`config.mk`:
```
export PLATFORM = sky130hd
export DESIGN_NAME = sram_axi_bridge_mp
export DESIGN_NICKNAME = d
export VERILOG_FILES = /design/src/rtl/sram_axi_bridge_mp.sv
export SDC_FILE = /design/constraint.sdc
export NUM_CORES = 1
export LEC_CHECK = 0
export ABC_AREA = 1
export CORE_UTILIZATION = 51
export DETAILED_ROUTE_END_ITERATION = 10
export PLACE_DENSITY = 0.82
export SLEW_MARGIN = 20
export SYNTH_ARGS = -nofsm -noshare
export SYNTH_HDL_FRONTEND = slang
export SYNTH_SLANG_ARGS = --single-unit
```
`constraint.sdc`:
```
create_clock -name aclk -period 3.3 [get_ports aclk]
set_input_delay 0.825 -clock aclk [delete_from_list [all_inputs] [get_ports aclk]]
set_output_delay 0.825 -clock aclk [all_outputs]
set_load 0.1 [all_outputs]
```
`src/rtl/sram_axi_bridge_mp.sv`:
```
// sram_axi_bridge_mp: bridges NUM_PORTS SRAM-like masters onto one AXI3 master.
// Port k uses AXI ID k. Each port keeps up to OUTSTANDING requests in flight and
// gets its responses back in its own request order.
// Optional build macro SRAM_AXI_RR_ARB_EN: round-robin arbitration (separate
// read / write pointers). Without it, the highest requesting port index wins.
//
// Handshakes: an AXI beat transfers on any cycle where valid & ready are both
// high; valid never drops before its transfer and the payload holds while
// waiting. On the SRAM side a request is taken on req & addr_ok (addr_ok is
// combinational), and data_ok is a one-cycle response strobe per port.
module sram_axi_bridge_mp #(
    parameter int NUM_PORTS   = 2,
    parameter int OUTSTANDING = 4,
    parameter int PTR_W       = 2
) (
    input  logic                      aclk,
    input  logic                      aresetn,
    // AR channel
    output logic [3:0]                arid,
    output logic [31:0]               araddr,
    output logic [3:0]                arlen,
    output logic [2:0]                arsize,
    output logic [1:0]                arburst,
    output logic [1:0]                arlock,
    output logic [3:0]                arcache,
    output logic [2:0]                arprot,
    output logic                      arvalid,
    input  logic                      arready,
    // R channel
    input  logic [3:0]                rid,
    input  logic [31:0]               rdata,
    input  logic [1:0]                rresp,
    input  logic                      rlast,
    input  logic                      rvalid,
    output logic                      rready,
    // AW channel
    output logic [3:0]                awid,
    output logic [31:0]               awaddr,
    output logic [3:0]                awlen,
    output logic [2:0]                awsize,
    output logic [1:0]                awburst,
    output logic [1:0]                awlock,
    output logic [3:0]                awcache,
    output logic [2:0]                awprot,
    output logic                      awvalid,
    input  logic                      awready,
    // W channel
    output logic [3:0]                wid,
    output logic [31:0]               wdata,
    output logic [3:0]                wstrb,
    output logic                      wlast,
    output logic                      wvalid,
    input  logic                      wready,
    // B channel
    input  logic [3:0]                bid,
    input  logic [1:0]                bresp,
    input  logic                      bvalid,
    output logic                      bready,
    // SRAM-like ports
    input  logic [NUM_PORTS-1:0]      sram_req,
    input  logic [NUM_PORTS-1:0]      sram_wr,
    input  logic [2*NUM_PORTS-1:0]    sram_size,
    input  logic [4*NUM_PORTS-1:0]    sram_wstrb,
    input  logic [32*NUM_PORTS-1:0]   sram_addr,
    input  logic [32*NUM_PORTS-1:0]   sram_wdata,
    output logic [NUM_PORTS-1:0]      sram_addr_ok,
    output logic [NUM_PORTS-1:0]      sram_data_ok,
    output logic [32*NUM_PORTS-1:0]   sram_rdata
);

    localparam int PW = (NUM_PORTS > 1) ? $clog2(NUM_PORTS) : 1;
    localparam int CW = PTR_W + 1;

    // Single-beat, incrementing, normal access on both address channels.
    assign arlen   = 4'd0;
    assign arburst = 2'b01;
    assign arlock  = 2'b00;
    assign arcache = 4'd0;
    assign arprot  = 3'd0;
    assign awlen   = 4'd0;
    assign awburst = 2'b01;
    assign awlock  = 2'b00;
    assign awcache = 4'd0;
    assign awprot  = 3'd0;
    assign wlast   = 1'b1;

    // Response codes and rlast carry no information for single-beat, error-tolerant returns.
    logic unused_inputs;
    assign unused_inputs = ^{rresp, rlast, bresp};

    // Per-port status gathered from the per-port blocks
    logic [NUM_PORTS-1:0]           ord_full, ord_nempty, ord_head_wr;
    logic [NUM_PORTS-1:0]           rf_full, rf_nempty, ack_full, ack_nz;
    logic [NUM_PORTS*NUM_PORTS-1:0] haz_flat;  // [k*NUM_PORTS+p]: port k's CAM hits port p's address
    logic [NUM_PORTS-1:0]           haz, r_sel, b_sel, r_push, b_push;
    logic [NUM_PORTS-1:0]           rd_elig, wr_elig, rd_gnt, wr_gnt;
    logic [PW-1:0]                  rd_idx, wr_idx;
    logic                           rd_any, wr_any, ar_free, w_free, rd_acc, wr_acc;
    logic                           rdy_en;
    logic [31:0]                    rd_addr, wr_addr, wr_data;
    logic [1:0]                     rd_size, wr_size;
    logic [3:0]                     wr_strb;

    // Eligibility: a port may compete only if its order FIFO has room; reads also need no RAW hit.
    always_comb begin
        haz = '0;
        for (int p = 0; p < NUM_PORTS; p++) begin
            for (int k = 0; k < NUM_PORTS; k++) begin
                haz[p] = haz[p] | haz_flat[k*NUM_PORTS + p];
            end
        end
        rd_elig = sram_req & ~sram_wr & ~ord_full & ~haz;
        wr_elig = sram_req &  sram_wr & ~ord_full;
    end

`ifdef SRAM_AXI_RR_ARB_EN
    logic [PW-1:0] rd_ptr, wr_ptr;
    int            rj, wj;

    // Round-robin: search upward from the pointer, first eligible port wins.
    always_comb begin
        rd_any = 1'b0;
        wr_any = 1'b0;
        rd_idx = '0;
        wr_idx = '0;
        rj     = 0;
        wj     = 0;
        for (int i = 0; i < NUM_PORTS; i++) begin
            rj = int'(rd_ptr) + i;
            if (rj >= NUM_PORTS) rj = rj - NUM_PORTS;
            wj = int'(wr_ptr) + i;
            if (wj >= NUM_PORTS) wj = wj - NUM_PORTS;
            if (!rd_any && rd_elig[rj]) begin
                rd_any = 1'b1;
                rd_idx = PW'(rj);
            end
            if (!wr_any && wr_elig[wj]) begin
                wr_any = 1'b1;
                wr_idx = PW'(wj);
            end
        end
    end

    // Pointers move past the winner only when its request is actually accepted.
    always_ff @(posedge aclk) begin
        if (!aresetn) begin
            rd_ptr <= '0;
            wr_ptr <= '0;
        end else begin
            if (rd_acc) rd_ptr <= (int'(rd_idx) == NUM_PORTS-1) ? '0 : rd_idx + 1'b1;
            if (wr_acc) wr_ptr <= (int'(wr_idx) == NUM_PORTS-1) ? '0 : wr_idx + 1'b1;
        end
    end
`else
    // Fixed priority: the highest eligible port index wins (data over inst).
    always_comb begin
        rd_any = 1'b0;
        wr_any = 1'b0;
        rd_idx = '0;
        wr_idx = '0;
        for (int i = 0; i < NUM_PORTS; i++) begin
            if (rd_elig[i]) begin
                rd_any = 1'b1;
                rd_idx = PW'(i);
            end
            if (wr_elig[i]) begin
                wr_any = 1'b1;
                wr_idx = PW'(i);
            end
        end
    end
`endif

    // Grant vectors, payload muxes and the combinational addr_ok.
    always_comb begin
        rd_gnt  = '0;
        wr_gnt  = '0;
        rd_addr = '0;
        rd_size = '0;
        wr_addr = '0;
        wr_size = '0;
        wr_data = '0;
        wr_strb = '0;
        for (int k = 0; k < NUM_PORTS; k++) begin
            rd_gnt[k] = rd_any && (int'(rd_idx) == k);
            wr_gnt[k] = wr_any && (int'(wr_idx) == k);
            if (rd_gnt[k]) begin
                rd_addr = sram_addr[k*32 +: 32];
                rd_size = sram_size[k*2 +: 2];
            end
            if (wr_gnt[k]) begin
                wr_addr = sram_addr[k*32 +: 32];
                wr_size = sram_size[k*2 +: 2];
                wr_data = sram_wdata[k*32 +: 32];
                wr_strb = sram_wstrb[k*4 +: 4];
            end
        end
        ar_free      = !arvalid || arready;
        w_free       = (!awvalid || awready) && (!wvalid || wready);
        rd_acc       = rd_any && ar_free;
        wr_acc       = wr_any && w_free;
        sram_addr_ok = (rd_gnt & {NUM_PORTS{ar_free}}) | (wr_gnt & {NUM_PORTS{w_free}});
    end

    // AR slot: loads on an accepted read (even in the cycle arready drains it), clears on arready.
    always_ff @(posedge aclk) begin
        if (!aresetn) begin
            arvalid <= 1'b0;
            arid    <= '0;
            araddr  <= '0;
            arsize  <= '0;
        end else if (rd_acc) begin
            arvalid <= 1'b1;
            arid    <= 4'(rd_idx);
            araddr  <= rd_addr;
            arsize  <= {1'b0, rd_size};
        end else if (arready) begin
            arvalid <= 1'b0;
        end
    end

    // AW and W slots load together; each then drains on its own handshake.
    always_ff @(posedge aclk) begin
        if (!aresetn) begin
            awvalid <= 1'b0;
            wvalid  <= 1'b0;
            awid    <= '0;
            awaddr  <= '0;
            awsize  <= '0;
            wid     <= '0;
            wdata   <= '0;
            wstrb   <= '0;
        end else if (wr_acc) begin
            awvalid <= 1'b1;
            wvalid  <= 1'b1;
            awid    <= 4'(wr_idx);
            awaddr  <= wr_addr;
            awsize  <= {1'b0, wr_size};
            wid     <= 4'(wr_idx);
            wdata   <= wr_data;
            wstrb   <= wr_strb;
        end else begin
            if (awready) awvalid <= 1'b0;
            if (wready)  wvalid  <= 1'b0;
        end
    end

    // rready/bready are held off for the first cycle out of reset.
    always_ff @(posedge aclk) begin
        rdy_en <= aresetn;
    end

    // Route R/B returns by ID; unknown IDs are always accepted and dropped.
    always_comb begin
        for (int k = 0; k < NUM_PORTS; k++) begin
            r_sel[k] = (rid == 4'(k));
            b_sel[k] = (bid == 4'(k));
        end
        rready = rdy_en && (!(|r_sel) || (|(r_sel & ~rf_full)));
        bready = rdy_en && (!(|b_sel) || (|(b_sel & ~ack_full)));
        r_push = r_sel & {NUM_PORTS{rvalid && rready}};
        b_push = b_sel & {NUM_PORTS{bvalid && bready}};
    end

    // Response strobe: the oldest request of a port completes once its return is stored.
    always_comb begin
        for (int k = 0; k < NUM_PORTS; k++) begin
            sram_data_ok[k] = ord_nempty[k] && (ord_head_wr[k] ? ack_nz[k] : rf_nempty[k]);
        end
    end

    for (genvar g = 0; g < NUM_PORTS; g++) begin : g_port
        logic [OUTSTANDING-1:0] ord_mem;
        logic [PTR_W-1:0]       ord_wp, ord_rp, rf_wp, rf_rp, cam_wp, cam_rp;
        logic [CW-1:0]          ord_cnt, rf_cnt, ack_cnt;
        logic [31:0]            rf_mem [OUTSTANDING];
        logic [29:0]            cam_addr [OUTSTANDING];
        logic [OUTSTANDING-1:0] cam_vld;
        logic [NUM_PORTS-1:0]   match;
        logic                   ord_push, ord_pop, rf_pop, ack_dec, cam_push;

        assign ord_push = sram_addr_ok[g];
        assign ord_pop  = sram_data_ok[g];
        assign rf_pop   = sram_data_ok[g] & ~ord_head_wr[g];
        assign ack_dec  = sram_data_ok[g] &  ord_head_wr[g];
        assign cam_push = sram_addr_ok[g] &  sram_wr[g];

        // Order FIFO: one bit per accepted request, 1 = write.
        always_ff @(posedge aclk) begin
            if (!aresetn) begin
                ord_wp  <= '0;
                ord_rp  <= '0;
                ord_cnt <= '0;
                ord_mem <= '0;
            end else begin
                if (ord_push) begin
                    ord_mem[ord_wp] <= sram_wr[g];
                    ord_wp          <= ord_wp + 1'b1;
                end
                if (ord_pop) ord_rp <= ord_rp + 1'b1;
                if (ord_push && !ord_pop)      ord_cnt <= ord_cnt + 1'b1;
                else if (!ord_push && ord_pop) ord_cnt <= ord_cnt - 1'b1;
            end
        end

        // Read-data FIFO pointers and occupancy.
        always_ff @(posedge aclk) begin
            if (!aresetn) begin
                rf_wp  <= '0;
                rf_rp  <= '0;
                rf_cnt <= '0;
            end else begin
                if (r_push[g]) rf_wp <= rf_wp + 1'b1;
                if (rf_pop)    rf_rp <= rf_rp + 1'b1;
                if (r_push[g] && !rf_pop)      rf_cnt <= rf_cnt + 1'b1;
                else if (!r_push[g] && rf_pop) rf_cnt <= rf_cnt - 1'b1;
            end
        end

        // Read-data FIFO storage (no reset needed, guarded by rf_cnt).
        always_ff @(posedge aclk) begin
            if (r_push[g]) rf_mem[rf_wp] <= rdata;
        end

        // Write-ack counter: B returns waiting for their order slot.
        always_ff @(posedge aclk) begin
            if (!aresetn) begin
                ack_cnt <= '0;
            end else if (b_push[g] && !ack_dec) begin
                ack_cnt <= ack_cnt + 1'b1;
            end else if (!b_push[g] && ack_dec) begin
                ack_cnt <= ack_cnt - 1'b1;
            end
        end

        // Write CAM: same-ID B returns arrive in issue order, so the oldest entry is freed.
        always_ff @(posedge aclk) begin
            if (!aresetn) begin
                cam_wp  <= '0;
                cam_rp  <= '0;
                cam_vld <= '0;
            end else begin
                if (b_push[g]) begin
                    cam_vld[cam_rp] <= 1'b0;
                    cam_rp          <= cam_rp + 1'b1;
                end
                if (cam_push) begin
                    cam_vld[cam_wp] <= 1'b1;
                    cam_wp          <= cam_wp + 1'b1;
                end
            end
        end

        // Write CAM address storage, word granularity.
        always_ff @(posedge aclk) begin
            if (cam_push) cam_addr[cam_wp] <= sram_addr[g*32+2 +: 30];
        end

        // Compare every live entry against each port's current word address.
        always_comb begin
            match = '0;
            for (int p = 0; p < NUM_PORTS; p++) begin
                for (int e = 0; e < OUTSTANDING; e++) begin
                    if (cam_vld[e] && (cam_addr[e] == sram_addr[p*32+2 +: 30])) match[p] = 1'b1;
                end
            end
        end

        assign haz_flat[g*NUM_PORTS +: NUM_PORTS] = match;
        assign ord_full[g]    = (ord_cnt == CW'(OUTSTANDING));
        assign ord_nempty[g]  = (ord_cnt != '0);
        assign ord_head_wr[g] = ord_mem[ord_rp];
        assign rf_full[g]     = (rf_cnt == CW'(OUTSTANDING));
        assign rf_nempty[g]   = (rf_cnt != '0);
        assign ack_full[g]    = (ack_cnt == CW'(OUTSTANDING));
        assign ack_nz[g]      = (ack_cnt != '0);
        assign sram_rdata[g*32 +: 32] = rf_mem[rf_rp];
    end

endmodule

```
======== After elaboration in Yosys (flattened, before gate mapping) ========
Memories as Yosys holds them, arrays and structs flattened. A register that Yosys moved wholly into a read port is not among the register bits.
Cells that the tools add are included.
storage, ports and cells
  RAM bits ................................ 496
  memories ................................ 4
  input bits .............................. 196
  flip-flop bits (word level) ............. 168
cells by class
  equality and inequality tests ........... 24
  muxes and demuxes ....................... 90
  magnitude comparators ................... 14
  add/sub/neg operators ................... 24
  reductions and logical operators ........ 90
  bitwise gates (word level) .............. 35
memories
  name                depth  bits a word  read ports  clocked after memory_dff  write ports  RTL line  text
  g_port[0].rf_mem    4      32           1           1                         1            276       logic [31:0] rf_mem [OUTSTANDING];
  g_port[1].rf_mem    4      32           1           1                         1            276
  g_port[0].cam_addr  4      30           4           0                         1            277       logic [29:0] cam_addr [OUTSTANDING];
  g_port[1].cam_addr  4      30           4           0                         1            277
operators with widths
  cell                                                                                  count
  30-bit == test                                                                        16
  32-bit two-way mux                                                                    6
  1-bit logical AND                                                                     47
  1-bit two-way mux                                                                     46
  3-bit two-way mux                                                                     12
  4-bit two-way mux                                                                     8
  2-bit by 1-bit adder with 2-bit output (second input constant)                        12
  2-bit by 3-bit less-than comparator with 1-bit output (second input constant)         8
  2-bit bitwise AND                                                                     11
  3-bit by 1-bit adder with 3-bit output (second input constant)                        6
  3-bit == test (second input constant)                                                 6
  2-bit nonzero test                                                                    9
  3-bit nonzero test                                                                    6
  3-bit by 1-bit subtractor with 3-bit output (second input constant)                   6
  1-bit zero test                                                                       17
  2-bit two-way mux                                                                     8
  1-bit demux with 2-bit select                                                         6
  2-bit by 1-bit greater-or-equal comparator with 1-bit output (second input constant)  6
  2-bit inverter                                                                        5
  4-bit bitwise AND                                                                     2
  4-bit bitwise mux                                                                     2
  4-bit by 1-bit == test with 1-bit output (second input constant)                      2
  4-bit zero test                                                                       2
  4-bit inverter                                                                        2
  other kinds (8)                                                                       26

======== Logic depth before layout (Yosys ltp) ========
An unclocked memory read counts as a cell.
  depth in word-level cells ............... 19
  gate-level depth with buffers ........... 22
  mapped depth without buffers ............ 21

======== Worst setup path before layout ========
Ideal clock, no wire load.
  kind .................................... input to register
  from .................................... in rid[1]
  to ...................................... mem g_port[0].rf_mem[0][0] (enable)
  setup slack ............................. -2.871 ns
  setup time .............................. 0.421 ns
  cell stages on the path ................. 6
  data arrival time ....................... 5.750 ns
  cell sequence ........................... nor3_1 inv_1 nor2_1 a221oi_1 nand3_1 nor2_1
on the way
  word-level cells in the longest chain between the ends .. 9
  elaborated cells on any way between the ends .. 12
RTL lines
  element                                                                             RTL line  text
  from (decl)                                                                         30        input logic [3:0] rid,
  4-bit by 1-bit == test with 1-bit output / 4-bit zero test (equally long branches)  256       r_sel[k] = (rid == 4'(k));
  2-bit bitwise AND / 2-bit OR reduction (equally long branches)                      259       rready = rdy_en && (!(|r_sel) || (|(r_sel & ~rf_full)));
  2-bit OR reduction / 1-bit zero test (equally long branches)                        259
  1-bit logical OR (*)                                                                259
  1-bit logical AND (*)                                                               259
  named net rready                                                                    35        output logic rready,
  1-bit logical AND (*)                                                               261       r_push = r_sel & {NUM_PORTS{rvalid && rready}};
  2-bit bitwise AND (*)                                                               261
  1-bit two-way mux (*)                                                               322       if (r_push[g]) rf_mem[rf_wp] <= rdata;
  1-bit two-way mux (implied by the code) (*)                                         322
  to (decl)                                                                           276
Mark *: on every way through the listed nets, which the timed path passes. The rest lies on a longest branch.

==> reports/qor.yml <==
placed_design:
  place.gp.congestion: 1.07
  port_buffers: 370
  dp_cells: 5119
  hpwl_um: 96800
finish:
  final_util_pct: 71.3
  drive_gt1_share_pct: 25.8
  fin_nets: 4708
  finalNonFillerCells: 5374
  n_fill_cell: 4504
  area_growth_pct: 37.7
pwr:
  p_leak_nw: 18.8
  max-vdd-ir-drop_mv: 0.460
  cellPowerDensity_mw_per_mm2: 661
clocking:
  clkSinkCount: 668
  cts_tree: "built"
  cts_root_buf: "clkbuf_16"
  clk_pin_slew_ns: 0.06
  htree_levels: 3
  ctsLongestPathBuffers: 3
  cts_hold_buffers: 0
  cts_made_buffers: 71
  clock_latency_ns: 0.65
detailed_routing:
  wl_um: 138000
  wl_per_cell_um: 25.7
  drt_iter0_drc: 4393
  drcViolationCount: 0
  ant_nets: 0
  vias_per_cell: 5.84
  vias: 31400
  first_pass_iters: 6
grt:
  grt-ovfl-total: 0
  grt_pass1_vias: 29400
  grt_usage_pct: 41.2
  grt_pass1_wl_um: 197000
  grt_max_degree: 117
  antenna_found_initial: 5
hold_path:
  hold_path_class: "input port to flip-flop"
critical_path:
  end_kind: "output port"
  crit_required_ns: 2.47
  critPathLaunchType: "flip-flop"
  cp_max_fo: 3
  worstSetupPathType: "flip-flop to output port"
  cp.arrival_ns: 2.71
timing:
  fin_skew_ns: 0.0312
  setup_ws_ns: -0.234
  rsz0062_at_grt: "true"
  clock.fmax_mhz: 283
  fin_hold_ws_ns: 0.456
  relSlewSlack_pct: 41.7
  final.setup.tns_ns: -0.352
  worst_pin_slew_ns: 0.873
  min_period_ns: 3.53
  post-route-period-util_pct: 107
  slew_viol_final: 0
  finalHoldViolCount: 0
  setup_viol: 2
outcome:
  status: "finished, violations left"
  violations: "setup timing"
die:
  die_w_um: 256
  die_h_um: 256
  rows: 92
  ios: 418
  core-area_mm2: 0.0634
  start_util_pct: 51.8
  die-area_mm2: 0.0655
synthesis:
  ys_types: 48
  ys_warn_count: 0
  syn-cell-area_mm2: 0.0329
  yosysSeqAreaShare_pct: 55.8
  avgSynthCellArea_um2: 8.83
  syn_inst: 3722
  ys_ff_latch: 668
run:
  max_cap_violations: 0
[power breakdown]
group          internal (mW)  switching [mW]  total (mW)  leakage, nW
sequential              9.53           0.447        9.98         5.89
combinational           3.38            8.20        11.6         11.8
clock                   4.66            3.67        8.33         1.17
total                   17.6            12.3        29.9         18.8
[path summary, 6_finish.rpt]
kind	startpoint	to	slack, ns	depth (start not counted)
worst max-delay path	g_port[1].cam_addr[1][14]	sram_addr_ok[0]	-0.23	11
worst min-delay path	sram_addr[45]	g_port[1].cam_addr[3][11]	0.46	1
worst max register to register	g_port[0].cam_addr[3][27]	g_port[1].ord_cnt[2]	0.08	19
worst min register to register	g_port[0].ord_mem[3]	g_port[0].ord_mem[3]	0.47	2
[layout by cell type (no fill, tap or decap), drive strengths merged, types with 2 or more instances in the layout]
cell type / netlist / layout
nor4: 2 / 2
ha: 38 / 38
clkinv: 3 / 35
conb: 2 / 42
bufbuf: 0 / 4
clkdlybuf4s15: 0 / 3
o21ai: 347 / 347
clkdlybuf4s50: 0 / 129
o22ai: 76 / 76
buf: 125 / 701
bufinv: 0 / 6
a21oi: 284 / 284
nor3: 24 / 24
nand4: 50 / 50
nand2: 996 / 996
dfxtp: 172 / 172
nor2: 383 / 383
clkbuf: 82 / 94
or2: 2 / 2
xnor2: 103 / 103
clkinvlp: 0 / 4
o21a: 6 / 6
a221oi: 2 / 2
nand3: 66 / 66
o211ai: 5 / 5
edfxtp: 496 / 496
xor2: 37 / 37
diode: 0 / 2
and2: 2 / 2
inv: 408 / 406
fa: 6 / 6
[cell type report]
cell class	count	area [um^2]	share of cell area, %
diodes	2	5.00	0.0111
clock buffers	91	1910	4.23
clock inverters	40	487	1.08
inverters	411	1690	3.73
multi-input cells	2476	13100	28.9
flip-flops and latches	668	18300	40.5
well taps	846	1060	2.34
repair buffers	840	8700	19.2
[layer usage]
layer	wire length [um]	vias to the layer above	track usage, %
met5	37	-	0
met2	60700	2483	63.4
met3	17800	484	10.1
li1	-	13700	-
met1	51300	14800	55.1
met4	7970	6	18.5
[stage by stage]
| stage | area (um^2) | total power [mW] | setup WS, ns |
|---|---|---|---|
| finish | 45300 | 29.9 | -0.234 |
| global route | 45200 | 30.6 | -0.235 |
| CTS | 45000 | 29.6 | -0.124 |
| detailed placement | 40600 | 21.2 | -0.951 |
| global placement | 40600 | 21.0 | -0.930 |
| floorplan | 33300 | 17.2 | -0.199 |
[critical path, stage by stage, from the launching register on]
cell	delay (ns)
edfxtp_1	0.45
a21oi_1	0.22
nand2_1	0.09
nor3_1	0.36
nand2_1	0.16
nor2_2	0.15
nand2_1	0.12
nand3_4	0.11
nor2_4	0.06
nand3_4	0.08
nand2_8	0.07
buf_12	0.17
[cells in the mapped netlist, drive strengths merged]
library cell | n | area share, %
nand2 | 996 | 11
edfxtp | 496 | 45
inv | 408 | 4.7
nor2 | 383 | 4.4
o21ai | 347 | 5.3
a21oi | 284 | 4.8
dfxtp | 172 | 10
buf | 125 | 2.6
xnor2 | 103 | 2.7
clkbuf | 82 | 0.94
o22ai | 76 | 1.4
nand3 | 66 | 1.1
nand4 | 50 | 0.95
ha | 38 | 1.4
xor2 | 37 | 0.99
nor3 | 24 | 0.38
fa | 6 | 0.37
o21a | 6 | 0.14
o211ai | 5 | 0.11
clkinv | 3 | 0.034
a221oi | 2 | 0.053
and2 | 2 | 0.038
conb | 2 | 0.023
nor4 | 2 | 0.038
or2 | 2 | 0.038
a211oi | 1 | 0.023
a32o | 1 | 0.030
nand3b | 1 | 0.023
nor3b | 1 | 0.023
o31ai | 1 | 0.023
[what timing repair did]
item / CTS / global route
endpoints found under the setup margin: 56 / 8
pin swaps: 133 / 56
resized for setup: 590 / 93
buffers inserted: 116 / 11
cloned: 8 / 0
[cells by family after synthesis]
group	Yosys count	share of synthesized area (%)
AND/OR/NAND/NOR	1527	18.5
flip-flops	668	55.8
buffers and inverters	618	8.28
AO/OA/AOI/OAI	723	11.9
other	2	0.0228
adder cells (fa/ha/maj)	44	1.81
XOR/XNOR	140	3.73
[registers in the layout, indices dropped and copies added, names as in the netlist, 2 cells and up, named ones only]
name	flops
araddr	32
arsize	2
awaddr	32
awsize	2
g_port.ack_cnt	6
g_port.cam_addr	240
g_port.cam_rp	4
g_port.cam_vld	8
g_port.cam_wp	4
g_port.ord_cnt	6
g_port.ord_mem	8
g_port.ord_rp	4
g_port.ord_wp	4
g_port.rf_cnt	6
g_port.rf_mem	256
g_port.rf_rp	4
g_port.rf_wp	4
wdata	32
wstrb	4
(Power assumes the default switching activity.)
